## src/rtl/pipe_stage_buf.sv

```systemverilog
// pipe_stage_buf: elastic valid/ready pipeline buffer with flush
// and optional zero-latency pass-through when empty.
module pipe_stage_buf #(
    parameter int DATA_W   = 96,
    parameter int DEPTH    = 2,
    parameter int PASSTHRU = 0,
    parameter int CNT_W    = $clog2(DEPTH + 1)
) (
    input  logic              clk,
    input  logic              reset,
    input  logic              in_valid,
    output logic              in_ready,
    input  logic [DATA_W-1:0] in_data,
    output logic              out_valid,
    input  logic              out_ready,
    output logic [DATA_W-1:0] out_data,
    input  logic              flush,
    output logic [CNT_W-1:0]  count
);

    localparam int PTR_W = $clog2(DEPTH);

    logic [DATA_W-1:0] r_mem [DEPTH];
    logic [PTR_W-1:0]  r_wp;
    logic [PTR_W-1:0]  r_rp;
    logic [CNT_W-1:0]  r_count;

    logic w_empty;
    logic w_full;
    logic w_bypass;
    logic w_push;
    logic w_pop;
    logic w_thru;
    logic w_wr;
    logic w_rd;

    // Occupancy flags come from the count register alone.
    always_comb begin
        w_empty = (r_count == '0);
        w_full  = (r_count == CNT_W'(DEPTH));
    end

    // Output selection: head entry, or live input when bypassing.
    always_comb begin
        w_bypass  = (PASSTHRU != 0) && w_empty;
        in_ready  = ~w_full;
        out_valid = w_bypass ? (in_valid & ~flush) : ~w_empty;
        out_data  = w_bypass ? in_data : r_mem[r_rp];
        count     = r_count;
    end

    // A consumed bypass payload never touches storage.
    always_comb begin
        w_push = in_valid & in_ready;
        w_pop  = out_valid & out_ready;
        w_thru = w_bypass & w_push & out_ready;
        w_wr   = w_push & ~w_thru;
        w_rd   = w_pop & ~w_empty;
    end

    // Pointer and count update; flush wins over push and pop.
    always_ff @(posedge clk or posedge reset) begin
        if (reset) begin
            r_wp    <= '0;
            r_rp    <= '0;
            r_count <= '0;
        end else if (flush) begin
            r_wp    <= '0;
            r_rp    <= '0;
            r_count <= '0;
        end else begin
            if (w_wr)
                r_wp <= r_wp + PTR_W'(1);
            if (w_rd)
                r_rp <= r_rp + PTR_W'(1);
            if (w_wr && !w_rd)
                r_count <= r_count + CNT_W'(1);
            else if (w_rd && !w_wr)
                r_count <= r_count - CNT_W'(1);
        end
    end

    // Payload storage; flush leaves stored bits untouched.
    always_ff @(posedge clk or posedge reset) begin
        if (reset) begin
            for (int i = 0; i < DEPTH; i++)
                r_mem[i] <= '0;
        end else if (w_wr && !flush) begin
            r_mem[r_wp] <= in_data;
        end
    end

endmodule

```

## config.mk

```make
export PLATFORM = sky130hd
export DESIGN_NAME = pipe_stage_buf
export DESIGN_NICKNAME = d
export VERILOG_FILES = /design/src/rtl/pipe_stage_buf.sv
export SDC_FILE = /design/constraint.sdc
export NUM_CORES = 1
export LEC_CHECK = 0
export CORE_ASPECT_RATIO = 2
export CORE_MARGIN = 2
export CORE_UTILIZATION = 45
export DETAILED_ROUTE_END_ITERATION = 16
export MAX_ROUTING_LAYER = met4
export PLACE_DENSITY_LB_ADDON = 0.2
export REMOVE_ABC_BUFFERS = 1
export SYNTH_ARGS = -nofsm -noshare
export SYNTH_HDL_FRONTEND = slang
export SYNTH_SLANG_ARGS = --single-unit
```

## constraint.sdc

```tcl
create_clock -name clk -period 6.8 [get_ports clk]
set_input_delay 0.68 -clock clk [delete_from_list [all_inputs] [get_ports clk]]
set_output_delay 0.68 -clock clk [all_outputs]
set_load 0.01 [all_outputs]
```

# [After elaboration in Yosys (flattened, before gate mapping)]
# Cells that the tools add are included.
[classes] eq_ne=1 mux=13 reduce_logical=11 magnitude_cmp=3 addsub=4 bitwise=7
[ops] cell="96-bit two-way mux" n=4
[ops] cell="192-bit bitwise mux" n=1
[ops] cell="96-bit demux with 1-bit select" n=1
[ops] cell="2-bit two-way mux" n=3
[ops] cell="2-bit greater-or-equal comparator, second input constant" n=2
[ops] cell="1-bit logical AND" n=4
[ops] cell="1-bit two-way mux" n=4
[ops] cell="1-bit inverter with 2-bit output" n=2
[ops] cell="2-bit nonzero test" n=2
[ops] cell="1-bit bitwise AND" n=3
[ops] cell="1-bit logical NOT" n=3
[ops] cell="3-bit nonzero test" n=1
[ops] cell="1-bit adder, second input constant" n=2
[ops] cell="2-bit by 1-bit adder with 2-bit output, second input constant" n=1
[ops] cell="2-bit equality test, second input constant" n=1
[ops] cell="2-bit logical NOT" n=1
[ops] cell="2-bit by 1-bit < comparator with 1-bit output, second input constant" n=1
[ops] cell="1-bit inverter" n=2
[ops] cell="2-bit by 1-bit subtractor with 2-bit output, second input constant" n=1
[word_totals] reg_bits=196 inputBits=101 out_inout_bits=100

# [Depth between registers and ports, before layout]
[logic_depth] ltp_word=8 mapped_depth=6

# [Worst setup path before layout]
# Ideal clock, no wire load.
[synth_path] path_kind="reg2out" startpoint="register r_rp" endpoint="output out_data[34]" path_stages_with_launch=5 t_arrival_ps=1451 slack_ps=4669 path_buffers=3 cell_sequence="dfrtp_1 clkbuf_1 clkbuf_1 buf_2 mux2_2"
[synth_between] elab_chain_len=4
[synth_rtl] element="from (decl)" line="25" text="logic [PTR_W-1:0] r_rp;"
[synth_rtl] element="from (signal assigned)" line="75" text="r_rp <= r_rp + PTR_W'(1);"
[synth_rtl] element="1-bit inverter with 2-bit output (implied by the code)" line="48" text="out_data = w_bypass ? in_data : r_mem[r_rp];"
[synth_rtl] element="96-bit two-way mux (implied by the code) (3 in a row)" line="48"
[synth_rtl] element="to (decl)" line="16" text="output logic [DATA_W-1:0] out_data,"
# Every way passes these cells. The select of a mux whose other input is x is not followed.

# [Final worst setup path]
[layout_path] startpoint="register r_rp" endpoint="output out_data[5]"
# Same word-level chain as after synthesis.

==> qor.yml <==
swShare_pct: 26.0
drt-total-wl_um: 18400
fin_area_um2: 11200
root_buffer: "clkbuf_16"
regToRegStartpoint: "count[1]$_DFFE_PP0P_"
status: "finished clean"
numPortBuffers: 200
clk_pin_slew_ps: 70
power_density_nw_per_um2: 314
cp-end-kind: "output port"
grtUsageMet1_pct: 20.8
grt_first_pass_wirelength_um: 29300
ys_seq_area_share_pct: 58.0
initialDrtViolationCount: 150
routedWlPerCell_um: 19.1
rrSetupSlack_ps: 3960
pwr-share-seq_pct: 45.4
htree_num_levels: 4
cts_tree: "done"
vdd_drop_max_uv: 237
min_path_cells: 1
post-place-ws_ps: 3290
core_area_um2: 18700
hold_buffers: 0
rr_endpoint: "r_mem[22]$_DFFE_PP0P_"
hold_violations: 0
fin_crit_sh_pct: 54.2
num_rows: 71
die_x_um: 101
synth.area.top_cells: "dfrtp_1 (58%), mux2_2 (33%), mux2_1 (5.3%)"
crit_required_ps: 6120
die_area_um2: 20000
tightest_slew_ps: 939
cts_setup_buffers: 0
fin_hold_ws_ps: 484
cp_max_fo: 51
max_slew_margin_pct: 37.4
fin_nets: 833
yosysWarnings: 0
grt_max_degree: 97
finalSetupTns_ps: 0
synth-seq-cells: 196
placed_area_um2: 10600
rsz0062_at_grt: "false"
syn_to_final_growth_pct: 32.4
min_period_ps: 3680
clock_sinks: 196
timing.fmax_mhz: 272
arrival_ps: 3000
place_hpwl_um: 12300
clockBufferDepth: 2
hold_start: "r_mem[182]$_DFFE_PP0P_"
cts_resized: 0
synth.distinct_cells: 22
grt_busiest_layer: "met2"
hold_end: "r_mem[182]$_DFFE_PP0P_"
antenna_found_initial: 0
crit_type: "reg -> out"
layout-drive-gt1-share_pct: 39.2
fp.dieH_um: 198
reg2reg_depth: 6
place_inst: 932
p_int_mw: 2.61
hp-class: "reg -> reg"
track_usage_pct: 19.6
n_antenna_cell: 0
synth_top_area_share_pct: 58.0
fin_ws_ps: 3120
grt_overflow: 0
power_leakage_nw: 4.64
skew_ps: 12.9
pwr-share-comb_pct: 27.4
p_sw_mw: 0.915
final_cells: 963
antenna_left: 0
grt_pass1_vias: 5857
grt.met2_usage_pct: 34.0
syn_area_um2: 8460
place_congestion: 0.727
first_pass_iters: 4
via_per_inst: 5.34
utilization_pct: 60.0
drv_cap: 0
final_max_slew_viol_count: 0
clockPowerShare_pct: 27.2
synth.largest_area_cell: "dfrtp_1"
io_pins: 201
vias: 5146
drc: 0
startpoint_type: "flip-flop"
finalSetupViolations: 0
clk_latency_ps: 430
grtUsageMet3_pct: 4.69
start_util_pct: 45.3
cts_buffers: 17
avgSynthCellArea_um2: 15.8
synthCells: 537
p_total_mw: 3.52
## worst max path at each step
stage	startpoint	to	slack, ps	cells past startpoint
after floorplan	flush	r_mem[100]$_DFFE_PP0P_	-130	2
after global placement	in_valid	r_mem[97]$_DFFE_PP0P_	3340	6
after detailed placement	in_valid	r_mem[121]$_DFFE_PP0P_	3290	6
after CTS	r_rp$_DFFE_PP0P_	out_data[37]	3040	3
after global routing	r_rp$_DFFE_PP0P_	out_data[2]	3000	3
final	r_rp$_DFFE_PP0P_	out_data[5]	3120	3
## layout make-up
cell class,instances,area [um2]
timing repair buffer,207,2050
multi-input combinational,307,3380
tap,219,274
inverter,3,16.3
fill,1531,7460
clock buffer,20,457
clock inverter,11,105
sequential,196,4910
## power groups by stage
stage	logic, mW	clock network [mW]	registers (mW)
2_1_floorplan	0.552	0	1.57
3_3_place_gp	0.953	0	1.59
3_5_place_dp	0.979	0	1.62
4_1_cts	0.985	0.987	1.60
5_1_grt	1.04	1.03	1.63
6_report	0.966	0.956	1.60
## flip-flops by register name, summed over array words and instances (netlist names)
name   cells
r_mem    192
r_wp       1
count      2
r_rp       1
## placed cells by master, fill, tap and decap left out, drive strengths merged, types with 2 or more instances in the layout
master,n
mux2,288
clkdlybuf4s50,200
dfrtp,196
clkbuf,20
clkinv,8
buf,7
a21oi,4
inv,4
or2,2
o21ai,2
## Yosys cell counts
library cell and instances:
mux2_2 248, dfrtp_1 196, mux2_1 40, buf_2 14, buf_4 9, clkbuf_1 8
a21oi_1 4, inv_1 2, o21ai_0 2, or2_2 2, a21o_1 1, inv_2 1
mux2i_1 1, nand3b_1 1, nand4b_1 1, nor2_1 1, nor2b_2 1, nor3b_1 1
nor4_2 1, o211ai_1 1, or3_1 1, xor2_1 1
## kinds of logic after synthesis
| family | Yosys count | synth area share, % |
|---|---|---|
| XOR/XNOR | 1 | 0.104 |
| AO/OA/AOI/OAI | 8 | 0.533 |
| AND/OR/NAND/NOR | 9 | 0.799 |
| buffers and inverters | 34 | 2.12 |
| flip-flops | 196 | 58.0 |
| multiplexers | 289 | 38.5 |
## per-layer routing
layer	share of wire (%)	wire, um	up-vias
li1	-	-	2313
met1	37	6710	2666
met2	56	10200	137
met3	4.6	844	30
met4	3.2	586	0
met5	0	0	-
## worst max-delay path, stage by stage, from the launching register on
cell and delay (ps):
dfrtp_4 900, buf_4 680, mux2_2 440, clkdlybuf4s50_1 490
No activity file was read; power rests on OpenSTA's default activity.
